`config.mk`:
```
export PLATFORM = sky130hd
export DESIGN_NAME = irrigation_zone_scheduler
export DESIGN_NICKNAME = d
export VERILOG_FILES = /design/src/rtl/irrigation_zone_scheduler.sv
export SDC_FILE = /design/constraint.sdc
export NUM_CORES = 1
export LEC_CHECK = 0
export ABC_AREA = 1
export CORE_ASPECT_RATIO = 1.1
export CORE_UTILIZATION = 35
export DETAILED_ROUTE_END_ITERATION = 12
export PLACE_DENSITY_LB_ADDON = 0.05
export SLEW_MARGIN = 15
export SYNTH_ARGS = -nofsm -noshare
export SYNTH_HDL_FRONTEND = slang
export SYNTH_SLANG_ARGS = --single-unit
export TNS_END_PERCENT = 20
```
`constraint.sdc`:
```
create_clock -name clk -period 3.4 [get_ports clk]
set_input_delay 0.34 -clock clk [delete_from_list [all_inputs] [get_ports clk]]
set_output_delay 0.34 -clock clk [all_outputs]
set_load 0.02 [all_outputs]
```
`src/rtl/irrigation_zone_scheduler.sv`:
```
// rtl/irrigation_zone_scheduler.sv - round-robin shared-pump scheduler across irrigation zones
// Grants the pump to Dry zones in turn, with valve prime, min/max on-time and cooldown in slow ticks.
module irrigation_zone_scheduler #(
  parameter int NUM_ZONES      = 4,
  parameter int ZW             = 2,
  parameter int CNT_W          = 8,
  parameter int MIN_ON_TICKS   = 4,
  parameter int MAX_ON_TICKS   = 20,
  parameter int COOLDOWN_TICKS = 3
) (
  input  logic                 clk,
  input  logic                 rst_n,
  input  logic                 tick,
  input  logic                 cls_valid,
  input  logic [ZW-1:0]        cls_zone,
  input  logic [1:0]           cls_class,
  output logic                 pump,
  output logic [NUM_ZONES-1:0] valve,
  output logic [ZW-1:0]        active_zone,
  output logic                 busy,
  output logic                 timeout,
  output logic [NUM_ZONES-1:0] req_pending
);

  typedef enum logic [1:0] {IDLE, PRIME, WATER, COOL} state_t;

  localparam logic [CNT_W-1:0]     MIN_C    = CNT_W'(MIN_ON_TICKS);
  localparam logic [CNT_W-1:0]     MAX_C    = CNT_W'(MAX_ON_TICKS);
  localparam logic [CNT_W-1:0]     COOL_C   = CNT_W'(COOLDOWN_TICKS);
  localparam logic [CNT_W-1:0]     CNT_ONE  = CNT_W'(1);
  localparam logic [ZW-1:0]        ZONE_ONE = ZW'(1);
  localparam logic [NUM_ZONES-1:0] VALVE0   = NUM_ZONES'(1);

  state_t                 state_q, state_d;
  logic [NUM_ZONES-1:0]   req_q, req_d;
  logic [ZW-1:0]          rr_ptr_q, rr_ptr_d;
  logic [ZW-1:0]          active_zone_q, active_zone_d;
  logic [CNT_W-1:0]       on_cnt_q, on_cnt_d;
  logic [CNT_W-1:0]       cool_cnt_q, cool_cnt_d;

  logic                   grant_found;
  logic [ZW-1:0]          grant_zone;
  logic                   max_hit;
  logic                   done_early;

  assign max_hit    = (state_q == WATER) && (on_cnt_q == MAX_C);
  assign done_early = (state_q == WATER) && !req_q[active_zone_q] && (on_cnt_q >= MIN_C);

  // Walk from the highest offset down so the nearest set bit at/after rr_ptr wins.
  always_comb begin
    grant_found = 1'b0;
    grant_zone  = rr_ptr_q;
    for (int i = NUM_ZONES - 1; i >= 0; i--) begin
      if (req_q[rr_ptr_q + ZW'(i)]) begin
        grant_found = 1'b1;
        grant_zone  = rr_ptr_q + ZW'(i);
      end
    end
  end

  // A timeout clear of the active zone overrides a same-cycle Dry report.
  always_comb begin
    req_d = req_q;
    if (cls_valid) begin
      case (cls_class)
        2'b00:   req_d[cls_zone] = 1'b1;
        2'b01,
        2'b10:   req_d[cls_zone] = 1'b0;
        default: req_d = req_q;
      endcase
    end
    if (max_hit) begin
      req_d[active_zone_q] = 1'b0;
    end
  end

  always_comb begin
    state_d       = state_q;
    rr_ptr_d      = rr_ptr_q;
    active_zone_d = active_zone_q;
    on_cnt_d      = on_cnt_q;
    cool_cnt_d    = cool_cnt_q;
    case (state_q)
      IDLE: begin
        if (grant_found) begin
          active_zone_d = grant_zone;
          state_d       = PRIME;
        end
      end
      PRIME: begin
        on_cnt_d = '0;
        state_d  = WATER;
      end
      WATER: begin
        if (max_hit || done_early) begin
          cool_cnt_d = '0;
          state_d    = COOL;
        end else if (tick) begin
          on_cnt_d = on_cnt_q + CNT_ONE;
        end
      end
      COOL: begin
        if (cool_cnt_q == COOL_C) begin
          rr_ptr_d = active_zone_q + ZONE_ONE;
          state_d  = IDLE;
        end else if (tick) begin
          cool_cnt_d = cool_cnt_q + CNT_ONE;
        end
      end
      default: state_d = IDLE;
    endcase
  end

  always_ff @(posedge clk or negedge rst_n) begin
    if (!rst_n) begin
      state_q       <= IDLE;
      req_q         <= '0;
      rr_ptr_q      <= '0;
      active_zone_q <= '0;
      on_cnt_q      <= '0;
      cool_cnt_q    <= '0;
    end else begin
      state_q       <= state_d;
      req_q         <= req_d;
      rr_ptr_q      <= rr_ptr_d;
      active_zone_q <= active_zone_d;
      on_cnt_q      <= on_cnt_d;
      cool_cnt_q    <= cool_cnt_d;
    end
  end

  // Outputs decode straight from registered state so reset drops them immediately.
  assign pump        = (state_q == WATER);
  assign valve       = ((state_q == PRIME) || (state_q == WATER)) ? (VALVE0 << active_zone_q) : '0;
  assign active_zone = active_zone_q;
  assign busy        = (state_q != IDLE);
  assign timeout     = max_hit;
  assign req_pending = req_q;

endmodule

```
==> results of run 1 <==
==> stage by stage <==
step	area, um^2	total power (W)
floorplan	1930	0.000956
global placement	2200	0.00120
detailed placement	2200	0.00119
CTS	2260	0.00141
global route	2260	0.00152
finish	2260	0.00140
==> flip-flops by register name, summed over array words and instances, names as in the netlist <==
| signal | cells |
|---|---|
| state_q | 2 |
| rr_ptr_q | 2 |
| cool_cnt_q | 8 |
| on_cnt_q | 8 |
| active_zone | 2 |
| req_pending | 4 |
==> worst max-delay path by stage <==
stage / depth (start not counted) / end
6_report: 7 / timeout
3_5_place_dp: 7 / timeout
4_1_cts: 7 / timeout
2_1_floorplan: 7 / timeout
5_1_grt: 7 / timeout
3_3_place_gp: 7 / timeout
==> power groups by stage <==
stage | logic [W] | clock network (W) | registers, W
finish | 0.000755 | 0.000212 | 0.000430
floorplan | 0.000525 | 0 | 0.000432
detailed placement | 0.000759 | 0 | 0.000435
global placement | 0.000768 | 0 | 0.000436
CTS | 0.000763 | 0.000217 | 0.000430
global route | 0.000854 | 0.000229 | 0.000439
==> critical path: stages, from the launching register on <==
cell and delay [ps]:
dfrtp_1 420, inv_1 100, ha_1 380, nand2_1 90, nor2_1 90, nand2_1 110
inv_1 170, clkdlybuf4s50_1 630
==> placed cells by master (no fill, tap or decap), types with 2 or more instances in the layout <==
master           netlist  routed
a221oi_1               4       4
clkbuf_8               0       4
clkdlybuf4s50_1        0      20
dfrtp_1               26      26
ha_1                  13      13
inv_1                 36      36
nand2_1               83      83
nand2_2                2       2
nand3_1               29      29
nand4_1                9       9
nor2_1                29      29
nor2_2                 2       2
nor3_1                 3       3
o21ai_0                7       7
o21ai_1                4       4
xnor2_1                2       2
xor2_1                 9       9
==> final cells by class <==
type / instances / area [um^2]
fillers: 548 / 2910
multi-input cells: 207 / 1120
flip-flops and latches: 26 / 651
repair buffers: 21 / 208
inverters: 36 / 135
well taps: 72 / 90.1
clock buffers: 4 / 55.1
==> metal layers <==
layer	global-route usage	wire, um	vias to the layer above
li1	-	-	920
met1	0.238	2280	782
met2	0.288	2120	20
met3	0.0328	110	2
met4	0.0314	17	0
met5	0	0	-
==> kinds of logic (layout without fill, tap and decap cells) <==
family	Yosys count	after routing	synth area share
adder cells (fa/ha/maj)	13	13	0.0844
buffers and inverters	39	61	0.0811
AO/OA/AOI/OAI	17	17	0.0597
AND/OR/NAND/NOR	166	166	0.387
flip-flops	26	26	0.337
XOR/XNOR	11	11	0.0500
==> key figures, run 1 <==
STA
  – RSZ-0062 raised after global routing: no
  – Worst-margin pin slew: 364 ps
  – Fin. max-slew vios: 0
  – Post-route setup slack: 799 ps
  – Fraction of the cycle the final worst path needs: 0.765
  – Fmax: 0.385 GHz
  – Final setup fails: 0
  – Slew HR: 0.758
  – Final Hold Fails: 0
  – Fin Hold WS: 438 ps
  – Layout Skew: 1.65 ps
  – Total negative slack: 0 ps
  – Minimum clock period: 2600 ps

Setup path
  – Worst r2r src: state_q[0]
  – Reg-to-reg endpoint: on_cnt_q[6]
  – WS Path Type: flip-flop to output port
  – CP endpoint kind: output port
  – Critical path startpoint: state_q[0]
  – Worst Path Max Fanout: 10
  – Worst EP required: 3060 ps
  – Worst reg2reg setup slack: 1370 ps
  – Critical Path AT: 2260 ps
  – Worst-case reg-to-reg path depth: 9
  – Crit path launch type: flip-flop

Detailed routing
  – 1st-iter DRT viols: 69
  – Via/cell ratio: 4.71
  – Vias: 1724
  – ANT nets after route: 0
  – WL final: 4.53 mm
  – Router iterations before antenna repair: 4
  – Drt wl/cell: 12.4 um
  – DRC Markers: 0

Finish
  – Post-route non-filler standard cell count: 366
  – Area Overhead vs Synth: 17.2%
  – Layout cell share with drive strength beyond 1: 0.0476
  – Util after Layout: 0.437
  – Final net count: 316
  – Antenna cells: 0

Clock network
  – CTS Buf Count: 3
  – Clock-pin slew on the worst setup and hold paths: 100 ps
  – H-tree level count: 1
  – Clk_lat worst skew: 280 ps
  – Clk buf depth: 2
  – Post CTS Setup Buffer Count: 0
  – Hold_buf cts: 0
  – TritonCTS clock tree: built
  – CTS resizes: 0
  – Root buf cell: clkbuf_8
  – Clk sinks: 26

Die
  – Rows: 27
  – Die height: 79.8 um
  – Die X: 72.8 um
  – Die ar.: 0.00581 mm^2
  – Core footprint: 0.00517 mm^2
  – Initial Util: 0.373
  – I/O pin total: 21

Synth
  – Cell with the most instances after synthesis: nand2_1
  – Mapped cell area: 0.00193 mm^2
  – Async SR Flop Fraction: 1.00
  – Netlist cell types: 28
  – Top post-synthesis cells by area: dfrtp_1, nand2_1, ha_1, nand3_1, inv_1
  – Synth Instances: 272
  – Area share of the leading cell type in the synthesized netlist: 0.337
  – Register area share after synthesis: 0.337
  – Avg Cell Area, Syn: 7.09 um^2
  – Syn nets: 293
  – Post-synth top cells: nand2_1, inv_1, nand3_1, nor2_1, dfrtp_1
  – Yosys warns: 0
  – #FFs+latches synth: 26
  – Main flop type after synthesis: dfrtp_1
  – EDFF count, synth: 0
  – Yosys top cell by area: dfrtp_1

Placed design
  – PortBufs: 20
  – RD Place Congestion: 0.754
  – Dpl ws: 1090 ps
  – Placed insts: 362
  – DPL Wire Length: 3.35 mm

Global route
  – Number of global-route vias before repair: 1688
  – Remaining global-route overflow: 0
  – First-pass GRT wire length: 7.94 mm
  – Antenna violations before repair: 0
  – Largest net degree at the start of global routing: 27
  – Overall routing resource usage: 0.175

Power and ir drop
  – Clock Power Share: 0.152
  – Power Dens Cells: 618 mW/mm^2
  – Sw power: 0.000663 W
  – Int Power: 0.000734 W
  – P_leak: 1.14 nW
  – Switching part of the total: 0.475
  – Peak supply drop: 0.315 mV
  – Combinational power share: 0.541
  – Seq pwr share: 0.308

Run status
  – Run status: completed

Min path
  – HP Class: input port to async pin

Run
  – Max Cap Violations: 0
Note: power is estimated with default switching activity, not from simulation.
==> run 2: changes to the inputs <==
==> constraint.sdc (replaced) <==
create_clock -name clk -period 2.1 [get_ports clk]
set_input_delay 0.21 -clock clk [delete_from_list [all_inputs] [get_ports clk]]
set_output_delay 0.21 -clock clk [all_outputs]
set_load 0.02 [all_outputs]
==> run 2 against run 1 <==
  * Power is 68% higher
  * Design area grew 1.4%
  * Global-route usage increased by 0.14 points
  * Sequential power increased by 62%
  * Count of clock-buffer cells in the layout shrank 1
  * Critical endpoint is now busy
  * Worst setup slack lost 630 ps
  * Core utilization is 0.61 points higher
  * First-iteration DRC count increased by 41%
  * Combinational power rose by 63%
  * Final cell count grew 0.82%
  * Worst hold slack worse by 140 ps
  * Critical path type unchanged
==> key figures, run 2 (synthesis results as in run 1) <==
Run status
  – Run status: completed

Die
  – Die height: 79.8 um (unchanged)
  – Die X: 72.8 um (unchanged)
  – Rows: 27 (unchanged)
  – Die ar.: 0.00581 mm^2 (unchanged)
  – Core footprint: 0.00517 mm^2 (unchanged)
  – Initial Util: 0.373 (unchanged)
  – I/O pin total: 21 (unchanged)

Finish
  – Layout cell share with drive strength beyond 1: 0.0606 (+0.0130)
  – Antenna cells: 0 (unchanged)
  – Most frequent cells in the layout: nand2_1, inv_1, nor2_1, nand3_1, dfrtp_1
  – Final net count: 319 (+0.95%)
  – Area Overhead vs Synth: 18.8%
  – Commonest non-fill, non-tap cell in the layout: nand2_1

STA
  – Final Hold Fails: 0 (unchanged)
  – Slew HR: 0.755 (-0.00299)
  – Layout Skew: 17.4 ps (+15.8 ps)
  – Worst-margin pin slew: 368 ps (+4.49 ps)
  – Fin. max-slew vios: 0 (unchanged)
  – Final setup fails: 0 (unchanged)
  – Total negative slack: 0 ps (unchanged)
  – Fin Hold WS: 299 ps (-139 ps)
  – RSZ-0062 raised after global routing: no
  – Fmax: 0.519 GHz
  – Fraction of the cycle the final worst path needs: 0.918
  – Minimum clock period: 1930 ps

Setup path
  – Slowest cell on the critical path: clkdlybuf4s50_1
  – Largest delay share family, worst path: buffers and inverters
  – WS Path Type: flip-flop to output port
  – CP endpoint kind: output port
  – Buf/Inv on CP: 3 (unchanged)
  – Worst EP required: 1890 ps (-1170 ps)
  – Worst Path Max Fanout: 4 (-6)
  – Worst path most repeated cell: inv_1
  – Crit path launch type: flip-flop
  – Crit path cell chain: inv_1 > ha_1 > inv_1 > clkdlybuf4s50_1
  – Slowest Stage Delay on Critical Path: 610 ps (-20 ps)
  – Critical Path AT: 1720 ps (-540 ps)

Clock network
  – Clock-pin slew on the worst setup and hold paths: 100 ps (about the same)
  – CTS Buf Count: 3 (unchanged)
  – Clk buf depth: 2 (unchanged)
  – Root buf cell: clkbuf_8
  – Clk_lat worst skew: 280 ps (about the same)
  – Clk sinks: 26 (unchanged)
  – Post CTS Setup Buffer Count: 0 (unchanged)
  – TritonCTS clock tree: built
  – Hold_buf cts: 0 (unchanged)
  – H-tree level count: 1 (unchanged)

Detailed routing
  – Vias: 1779 (+3.2%)
  – 1st-iter DRT viols: 97 (+41%)
  – WL final: 4.48 mm (-1.2%)
  – ANT nets after route: 0 (unchanged)
  – Drt wl/cell: 12.1 um (-2.0%)
  – Router iterations before antenna repair: 4 (unchanged)
  – Via/cell ratio: 4.82 (+2.4%)
  – Highest metal used: met4
  – Metal2 WL: 2.09 mm (-1.6%)
  – DR WL met3: 141 um (+28%)
  – DRC Markers: 0 (unchanged)
  – Met1 WL: 2.22 mm (-3.0%)

Global route
  – Remaining global-route overflow: 0 (unchanged)
  – Antenna violations before repair: 0 (unchanged)
  – First-pass GRT wire length: 8.02 mm (+0.96%)
  – Largest net degree at the start of global routing: 27 (unchanged)
  – Overall routing resource usage: 0.176 (+0.00142)
  – Number of global-route vias before repair: 1699 (+0.65%)

Placed design
  – RD Place Congestion: 0.778 (+3.3%)
  – PortBufs: 20 (unchanged)
  – DPL Wire Length: 3.38 mm (+0.96%)

Run
  – Max Cap Violations: 0 (unchanged)

Power and ir drop
  – Peak supply drop: 0.535 mV (+70%)
  – P_leak: 1.20 nW (+4.6%)
  – Power Dens Cells: 1030 mW/mm^2 (+66%)

Min path
  – HP Class: input port to async pin
[run 2: changes by cell type in the layout (fill, tap and decap cells not counted)]
cell,change
dlymetal6s2s_1,+1
clkbuf_8,-1
clkdlybuf4s50_1,-6
dlygate4sd2_1,+4
clkbuf_2,+1
bufinv_16,+1
buf_4,+3
[run 2: final timing paths]
kind	startpoint	endpoint	slack, ps	cells after the start
min	rst_n	rr_ptr_q[1]	300	2
max	state_q[0]	busy	170	4
min reg2reg	cool_cnt_q[1]	cool_cnt_q[1]	520	2
max in group asynchronous	rst_n	on_cnt_q[3]	1510	2
max reg2reg	state_q[0]	cool_cnt_q[5]	390	8
min in group clk	cool_cnt_q[1]	cool_cnt_q[1]	520	2
[run 2: final cells by class]
cell class	instances	area [um^2]
Tap cell	72	90.1
Timing Repair Buffer	24	223
Multi-Input combinational cell	207	1120
Clock buffer	3	41.3
Inverter	36	135
Fill cell	541	2880
Sequential cell	26	651
Clock inverter	1	30.0
[run 2: worst register-to-register path: cells and delay by family, from the launching register on]
| kind | cells | cell delay [ps] |
|---|---|---|
| buffers and inverters | 3 | 410 |
| and+or+nand+nor | 3 | 260 |
| adders and majority gates | 1 | 170 |
| AOI/OAI and AO/OA | 1 | 340 |
| DFF | 1 | 430 |
[run 2: metal layers]
layer	vias up	GRT usage
li1	921	-
met1	823	0.232
met2	29	0.295
met3	6	0.0354
met4	0	0.0373
met5	-	0
[run 2: power by group]
group | total, W | internal [W] | switching, W
logic | 0.00123 | 0.000443 | 0.000787
clock network | 0.000427 | 0.000256 | 0.000171
registers | 0.000696 | 0.000584 | 0.000112
total | 0.00235 | 0.00128 | 0.00107
[run 2: per-stage QoR]
step | worst slack [ps] | total power (W) | std cells | util | cell area [um^2]
2_1_floorplan | 375 | 0.00155 | 272 | - | 1930
3_3_place_gp | 197 | 0.00199 | 365 | 0.431 | 2230
3_5_place_dp | 166 | 0.00197 | 365 | 0.431 | 2230
4_1_cts | 84.6 | 0.00240 | 369 | 0.443 | 2290
5_1_grt | 56.4 | 0.00259 | 369 | 0.443 | 2290
6_report | 172 | 0.00235 | 369 | 0.443 | 2290
[run 2: what timing repair did]
action                                  CTS  global route
resized for setup                         5             3
endpoints found under the setup margin    5             2
pin swaps                                 0             0
